File: config.mk
export PLATFORM = sky130hd
export DESIGN_NAME = wb_bus_watchdog
export DESIGN_NICKNAME = d
export VERILOG_FILES = /design/src/rtl/wb_pkg.sv /design/src/rtl/wb_sat_cnt16.sv /design/src/rtl/wb_bus_watchdog.sv
export SDC_FILE = /design/constraint.sdc
export NUM_CORES = 1
export LEC_CHECK = 0
export CAP_MARGIN = 20
export CORE_ASPECT_RATIO = 0.8
export CORE_MARGIN = 2
export CORE_UTILIZATION = 53
export DETAILED_ROUTE_END_ITERATION = 12
export GPL_ROUTABILITY_DRIVEN = 0
export PLACE_DENSITY = 0.95
export SLEW_MARGIN = 20
export SYNTH_ARGS = -nofsm -noshare
export SYNTH_HDL_FRONTEND = slang
export SYNTH_SLANG_ARGS = --single-unit
File: constraint.sdc
create_clock -name i_clk -period 6.5 [get_ports i_clk]
set_input_delay 1.95 -clock i_clk [delete_from_list [all_inputs] [get_ports i_clk]]
set_output_delay 1.95 -clock i_clk [all_outputs]
set_load 0.01 [all_outputs]
File: src/rtl/wb_pkg.sv
// Shared types and defaults for the Wishbone bus watchdog.
// Holds the FSM encoding and the default error read data.
package wb_pkg;

    typedef enum logic [1:0] {
        ST_IDLE  = 2'd0,
        ST_WAIT  = 2'd1,
        ST_ABORT = 2'd2,
        ST_DONE  = 2'd3
    } state_t;

    localparam logic [7:0]  ERR_DATA_DEF = 8'hEE;
    localparam logic [15:0] CNT_MAX      = 16'hFFFF;

    function automatic logic busy_state(input state_t s);
        return (s == ST_WAIT) || (s == ST_ABORT);
    endfunction

endpackage

File: src/rtl/wb_sat_cnt16.sv
// 16-bit saturating event counter with synchronous clear.
// A clear coincident with an increment leaves the count at one.
module wb_sat_cnt16
    import wb_pkg::*;
(
    input  logic        clk,
    input  logic        rst_n,
    input  logic        inc,
    input  logic        clr,
    output logic [15:0] value
);

    logic [15:0] cnt_q;

    always_ff @(posedge clk or negedge rst_n) begin
        if (!rst_n) begin
            cnt_q <= '0;
        end else if (clr) begin
            cnt_q <= inc ? 16'd1 : 16'd0;
        end else if (inc && (cnt_q != CNT_MAX)) begin
            cnt_q <= cnt_q + 16'd1;
        end
    end

    assign value = cnt_q;

endmodule

File: src/rtl/wb_bus_watchdog.sv
// Wishbone ack watchdog between the RBCP bridge and the slave OR tree.
// Terminates unacked cycles with an error ack and records the last timeout.
module wb_bus_watchdog
    import wb_pkg::*;
#(
    parameter int          ADDRESS_WIDTH  = 16,
    parameter int          TIMEOUT_CYCLES = 255,
    parameter logic [7:0]  ERR_DATA       = ERR_DATA_DEF
) (
    input  logic                     i_clk,
    input  logic                     i_rst_n,
    input  logic                     i_m_cyc,
    input  logic                     i_m_stb,
    input  logic                     i_m_we,
    input  logic [ADDRESS_WIDTH-1:0] i_m_adr,
    output logic [7:0]               o_m_dat,
    output logic                     o_m_ack,
    input  logic                     i_s_ack,
    input  logic [7:0]               i_s_dat,
    output logic                     o_s_stb,
    input  logic                     i_clr,
    output logic [15:0]              o_to_cnt,
    output logic [ADDRESS_WIDTH-1:0] o_to_adr,
    output logic                     o_to_we,
    output logic                     o_busy
);

    localparam logic [15:0] TMO_LAST = 16'(TIMEOUT_CYCLES - 1);

    logic [1:0]  rst_sync;
    logic        rst_n;
    state_t      state;
    state_t      state_nxt;
    logic [15:0] wait_cnt;
    logic        abort_first;
    logic        req;
    logic        hit_idle;
    logic        hit_wait;
    logic        timeout;

    // Assertion is immediate; release reaches the FSM two edges later.
    always_ff @(posedge i_clk or negedge i_rst_n) begin
        if (!i_rst_n) begin
            rst_sync <= 2'b00;
        end else begin
            rst_sync <= {rst_sync[0], 1'b1};
        end
    end

    assign rst_n = rst_sync[1];

    assign req      = i_m_cyc & i_m_stb;
    assign hit_idle = (state == ST_IDLE) & req & i_s_ack;
    assign hit_wait = (state == ST_WAIT) & i_m_cyc & i_s_ack;
    assign timeout  = (state == ST_WAIT) & i_m_cyc & ~i_s_ack
                    & (wait_cnt == TMO_LAST);

    always_ff @(posedge i_clk or negedge rst_n) begin
        if (!rst_n) begin
            state       <= ST_IDLE;
            wait_cnt    <= '0;
            abort_first <= 1'b0;
        end else begin
            state       <= state_nxt;
            abort_first <= timeout;
            if (state == ST_IDLE) begin
                wait_cnt <= '0;
            end else if ((state == ST_WAIT) && !i_s_ack) begin
                wait_cnt <= wait_cnt + 16'd1;
            end
        end
    end

    always_comb begin
        state_nxt = state;
        unique case (state)
            ST_IDLE: begin
                if (hit_idle) begin
                    state_nxt = ST_DONE;
                end else if (req) begin
                    state_nxt = ST_WAIT;
                end
            end
            ST_WAIT: begin
                if (!i_m_cyc) begin
                    state_nxt = ST_IDLE;
                end else if (i_s_ack) begin
                    state_nxt = ST_DONE;
                end else if (timeout) begin
                    state_nxt = ST_ABORT;
                end
            end
            // Holding through the error-ack cycle keeps acks one cycle apart.
            ST_ABORT: begin
                if (!req && !abort_first) begin
                    state_nxt = ST_IDLE;
                end
            end
            ST_DONE: begin
                if (!req) begin
                    state_nxt = ST_IDLE;
                end
            end
            default: state_nxt = ST_IDLE;
        endcase
    end

    always_comb begin
        o_s_stb = 1'b0;
        o_m_ack = 1'b0;
        o_m_dat = 8'h00;
        o_busy  = 1'b0;
        if (rst_n) begin
            o_busy = busy_state(state);
            unique case (state)
                ST_IDLE: begin
                    o_s_stb = req;
                    if (hit_idle) begin
                        o_m_ack = i_s_ack;
                        o_m_dat = i_s_dat;
                    end
                end
                ST_WAIT: begin
                    o_s_stb = req;
                    if (hit_wait) begin
                        o_m_ack = i_s_ack;
                        o_m_dat = i_s_dat;
                    end
                end
                ST_ABORT: begin
                    if (abort_first) begin
                        o_m_ack = 1'b1;
                        o_m_dat = i_m_we ? 8'h00 : ERR_DATA;
                    end
                end
                ST_DONE: begin
                    o_m_ack = 1'b0;
                end
                default: begin
                    o_m_ack = 1'b0;
                end
            endcase
        end
    end

    always_ff @(posedge i_clk or negedge rst_n) begin
        if (!rst_n) begin
            o_to_adr <= '0;
            o_to_we  <= 1'b0;
        end else if (timeout) begin
            o_to_adr <= i_m_adr;
            o_to_we  <= i_m_we;
        end else if (i_clr) begin
            o_to_adr <= '0;
            o_to_we  <= 1'b0;
        end
    end

    wb_sat_cnt16 u_to_cnt (
        .clk   (i_clk),
        .rst_n (rst_n),
        .inc   (timeout),
        .clr   (i_clr),
        .value (o_to_cnt)
    );

endmodule
**After elaboration in Yosys (flattened, before gate mapping)**

Cells that the tools add are included.

- Bits in latches: 0
- Word-level logic and storage cells: 70
- RAM bits: 0
- Output and inout bits: 44
- Memories: 0
- Register bits: 54
- Memory bits (read-only): 0

- Reduce and logical (&&, ||, !) cells: 13
- Div/mod/pow operators: 0
- $mul: 0
- Bitwise gates (word level): 8
- Muxes and demuxes: 31
- Shift operators: 0
- Magnitude comparators: 0
- Eq/ne operators: 9
- Add/subtract/negate cells: 2

Operator list:

| kind | number |
|---|---|
| two-way mux 16 bit | 6 |
| two-way mux 8 bit | 5 |
| adder 16 x 1 -> 16 bit (second input constant) | 2 |
| one-hot mux 8 bit (3 select lines) | 1 |
| == test 16 x 8 -> 1 bit (second input constant) | 1 |
| inequality test 16 bit (second input constant) | 1 |
| two-way mux 2 bit | 7 |
| two-way mux 1 bit | 10 |
| one-hot mux 2 bit (4 select lines) | 1 |
| AND 1 bit | 7 |
| nonzero test 2 bit | 3 |
| == test 2 bit (second input constant) | 2 |
| inequality test 2 bit (second input constant) | 2 |
| inequality test 4 bit (second input constant) | 1 |
| one-hot mux 1 bit (4 select lines) | 1 |
| AND reduction 4 bit | 1 |
| logical AND 1 bit | 3 |
| logical NOT 1 bit | 3 |
| inequality test 3 bit (second input constant) | 1 |
| == test 2 x 1 -> 1 bit (second input constant) | 1 |
| logical NOT 2 bit | 1 |
| OR reduction 2 bit | 1 |
| logical OR 1 bit | 1 |
| NOT 1 bit | 1 |

**Depth between registers and ports, before layout**

- Depth after elaboration: 8
- Mapped depth: 11

**Cells and area by module**

From an unflattened synthesis, not the netlist that was laid out.

- Cells, all modules: 301
- Area total of the unflattened synthesis: 3039.2 µm²

By module, submodules not included:

| module | cells an instance | area an instance (µm²) | sequential area each (µm²) | times used |
|---|---|---|---|---|
| wb_bus_watchdog | 199 | 2079.5 | 950.9 | 1 |
| wb_sat_cnt16 | 102 | 959.7 | 400.4 | 1 |

**Worst setup path before layout**

OpenSTA, ideal clock, no wires.

- Kind: input-to-output
- Start point: input port i_m_cyc
- End point: output port o_m_dat[1]
- Stages on the path: 5
- Arrival time: 2862 ps
- Setup slack: 1688 ps
- Cell sequence: clkbuf_1 nand2_1 nor2_1 nand2_1 a21oi_1

- Longest elaborated chain between the ends: 6
- Elaborated cells on any way between the ends: 9
- Classes of those cells: mux: 4; bitwise: 5

Ends and longest elaborated chain:

| item | line | text |
|---|---|---|
| from (decl) | wb_bus_watchdog.sv:12 | `input logic i_m_cyc,` |
| AND 1 bit | wb_bus_watchdog.sv:52 | `assign req = i_m_cyc & i_m_stb;` |
| AND 1 bit (2 in series) | wb_bus_watchdog.sv:53 | `assign hit_idle = (state == ST_IDLE) & req & i_s_ack;` |
| two-way mux 8 bit | wb_bus_watchdog.sv:118 | `if (hit_idle) begin` |
| one-hot mux 8 bit (3 select lines) * | wb_bus_watchdog.sv:115 | `unique case (state)` |
| two-way mux 8 bit * | wb_bus_watchdog.sv:113 | `if (rst_n) begin` |
| to (decl) | wb_bus_watchdog.sv:16 | `output logic [7:0] o_m_dat,` |

Every way passes the cells marked *; elsewhere a longest branch is shown, timed or not.

**Worst setup path after layout**

- Start point: input port i_m_cyc
- End point: output port o_m_dat[2]

Same word-level chain as after synthesis.

==> impl_metrics.env <==
export IMPL_clk_latency_ns=0.32
export IMPL_finalSetupViolations=0
export IMPL_final_common_cell="clkdlybuf4s50_1"
export IMPL_grt_max_degree=33
export IMPL_clk_transition_reported_paths_ns=0.10
export IMPL_crit_path_top_delay_cell="clkdlybuf4s50_1"
export IMPL_drtPass1Iterations=4
export IMPL_period_needed_ns=5.88
export IMPL_synth_seq_area_share_pct=46.2
export IMPL_tightest_slew_ns=0.744
export IMPL_criticalPathCategory="in2out"
export IMPL_synth_top_flop_cell="dfrtp_1"
export IMPL_slew_headroom_pct=50.4
export IMPL_cpLargestDelayFamily="buffers and inverters"
export IMPL_h_tree_depth=2
export IMPL_maxCapViolCount=0
export IMPL_grt_ovfl_total=0
export IMPL_synth_cells=304
export IMPL_cts_buffers=5
export IMPL_rr_endpoint="u_to_cnt.value[5]"
export IMPL_drc=0
export IMPL_start_kind="primary input"
export IMPL_timing_critical_path_required_ns=4.55
export IMPL_hp_class="reg2async"
export IMPL_peakVddDrop_mv=0.141
export IMPL_grtUsageTotal_pct=23.9
export IMPL_synth_edf_count=0
export IMPL_dp_hpwl_um=5010
export IMPL_ant_nets=0
export IMPL_syn_area_per_cell_um2=9.63
export IMPL_die_x_um=87.1
export IMPL_cts_root_buffer="clkbuf_8"
export IMPL_grt_pass1_vias=2499
export IMPL_postSynth_asyncResetShare_pct=100
export IMPL_r2r_slack_ns=3.77
export IMPL_core_mm2=0.00538
export IMPL_drive_above_1_share_pct=5.90
export IMPL_yosys_area_top_type_share_pct=46.2
export IMPL_fmax_mhz=170
export IMPL_die_h_um=70.5
export IMPL_endpoint_kind="output pin"
export IMPL_path_buf_inv=2
export IMPL_io_buffers=74
export IMPL_io_pins=75
export IMPL_hold_violations=0
export IMPL_wl_per_cell_um=16.1
export IMPL_cp_depth=6
export IMPL_yosysUniqueCellTypes=49
export IMPL_cp_slowest_stage_delay_ns=0.61
export IMPL_ys_warn_count=0
export IMPL_synthTopCellsByArea="dfrtp_1 (46%), and3_1 (4.7%), a21o_1 (3.8%)"
export IMPL_final_nets=411
export IMPL_ys_ff_latch=54
export IMPL_synth_net_count=343
export IMPL_start_util_pct=54.4
export IMPL_rsz0062_at_grt="false"
export IMPL_postCtsSetupRepairBufs=0
export IMPL_drt_wl_total_um=7050
export IMPL_p_leak_nw=1.76
export IMPL_finClkSkew_ns=0.0141
export IMPL_rows=24
export IMPL_power_density_mw_per_mm2=199
export IMPL_post_cts_resized=0
export IMPL_cts_tree="done"
export IMPL_cts_buffer_depth=2
export IMPL_setup_worst_path_start="i_m_cyc"
export IMPL_drt_iter0_markers=228
export IMPL_die_area_mm2=0.00614
export IMPL_path_max_fanout=9
export IMPL_antenna_found_initial=0
export IMPL_r2r_cells=7
export IMPL_cp_arrival_ns=3.93
export IMPL_r2r_start="state[1]"
export IMPL_via_per_inst=5.93
export IMPL_hold_slack_ns=0.293
export IMPL_antennaDiodeCount=0
export IMPL_final_cell_mix="clkdlybuf4s50_1 (74), dfrtp_1 (53), nor2_1 (28)"
export IMPL_num_vias=2598
export IMPL_cts_hold_buf=0
export IMPL_yosysTopAreaCell="dfrtp_1"
export IMPL_path_cells="clkdlybuf4s50_1 -> nand2_1 -> nor2_1 -> nand2_1 -> a21oi_1 -> clkdlybuf4s50_1"
export IMPL_tns_ns=0
export IMPL_layout_area_overhead_vs_synth_pct=30.5
export IMPL_synth_area_mm2=0.00293
export IMPL_drv_slew=0
export IMPL_finalCritPeriodShare_pct=90.4
export IMPL_status="completed"
export IMPL_clock_sinks=54
export IMPL_grt_first_pass_wirelength_um=11500
export IMPL_endpoint="o_m_dat[2]"
==> flip-flops by register name (all words and copies together) (netlist names) <==
register	cells
o_to_we	1
abort_first	1
o_to_adr	16
u_to_cnt.value	16
state	2
wait_cnt	16
rst_sync	2
==> worst reg2reg max path: stages, from the launching register on <==
cell	delay (ns)
dfrtp_1	0.43
inv_1	0.09
ha_1	0.31
nor2b_1	0.47
nand2_1	0.20
or2_4	0.42
nor4b_2	0.35
mux2_2	0.36
==> layout make-up <==
cell class	instances	area, um^2
timing repair buffer	77	763
clock inverter	1	30.0
sequential	54	1350
fill	390	1560
clock buffer	7	86.3
inverter	8	30.0
multi-input combinational	226	1480
tap	65	81.3
==> worst min path at each step <==
stage                     cells past startpoint         from      endpoint  slack (ns)
after global placement                        0  rst_sync[1]  o_to_adr[13]        0.31
final                                         0  rst_sync[1]   o_to_adr[0]        0.29
after detailed placement                      0  rst_sync[1]  o_to_adr[13]        0.32
after global routing                          0  rst_sync[1]   o_to_adr[0]        0.37
after CTS                                     0  rst_sync[1]   o_to_adr[0]        0.32
after floorplan                               0  rst_sync[0]   rst_sync[1]        0.33
==> kinds of logic after synthesis <==
family / synth area share, %
AOI/OAI and AO/OA: 14.1
muxes: 1.15
other: 0.128
and+or+nand+nor: 26.7
DFF: 46.2
adders and majority gates: 3.42
xor gates and xnor gates: 4.79
buffers and inverters: 3.59
==> Yosys cell counts (all sizes together) (2+ instances only) <==
library cell and instances:
nor3 6, clkbuf 12, o211ai 2, a21o 15, xnor2 6, a21oi 15
nor4 6, inv 8, nand3b 6, dfrtp 54, nand3 8, o31ai 4
nand2 26, buf 4, a211oi 2, xor2 10, and2 3, or2 2
and3 22, o41ai 4, nand4b 3, ha 8, nor2 28, nand4 12
or4 6, nor2b 6, and4 2, mux2 3, or3 2, o21ai 5
==> routing by layer <==
metal	wire (um)	GRT usage, %
met3	494	6.15
met5	0	0
met4	113	8.68
met2	3420	39.2
met1	3020	30.5
==> report_power, final <==
part	leakage [nW]	switching, mW	total, mW	internal, mW
Combinational	0.957	0.0893	0.159	0.0692
Clock	0.0585	0.109	0.234	0.126
Sequential	0.744	0.0185	0.366	0.348
Total	1.76	0.216	0.759	0.542
==> through the flow <==
step | std cells | util, % | total power [mW] | cell area (um^2) | setup WS, ns
floorplan | 304 | - | 0.471 | 2930 | 1.69
detailed placement | 430 | 68.9 | 0.530 | 3700 | 0.642
global route | 438 | 71.1 | 0.800 | 3820 | 0.504
CTS | 438 | 71.1 | 0.764 | 3820 | 0.630
finish | 438 | 71.1 | 0.759 | 3820 | 0.624
global placement | 430 | 68.9 | 0.524 | 3700 | 0.759
Note: power is estimated with default switching activity, not from simulation.
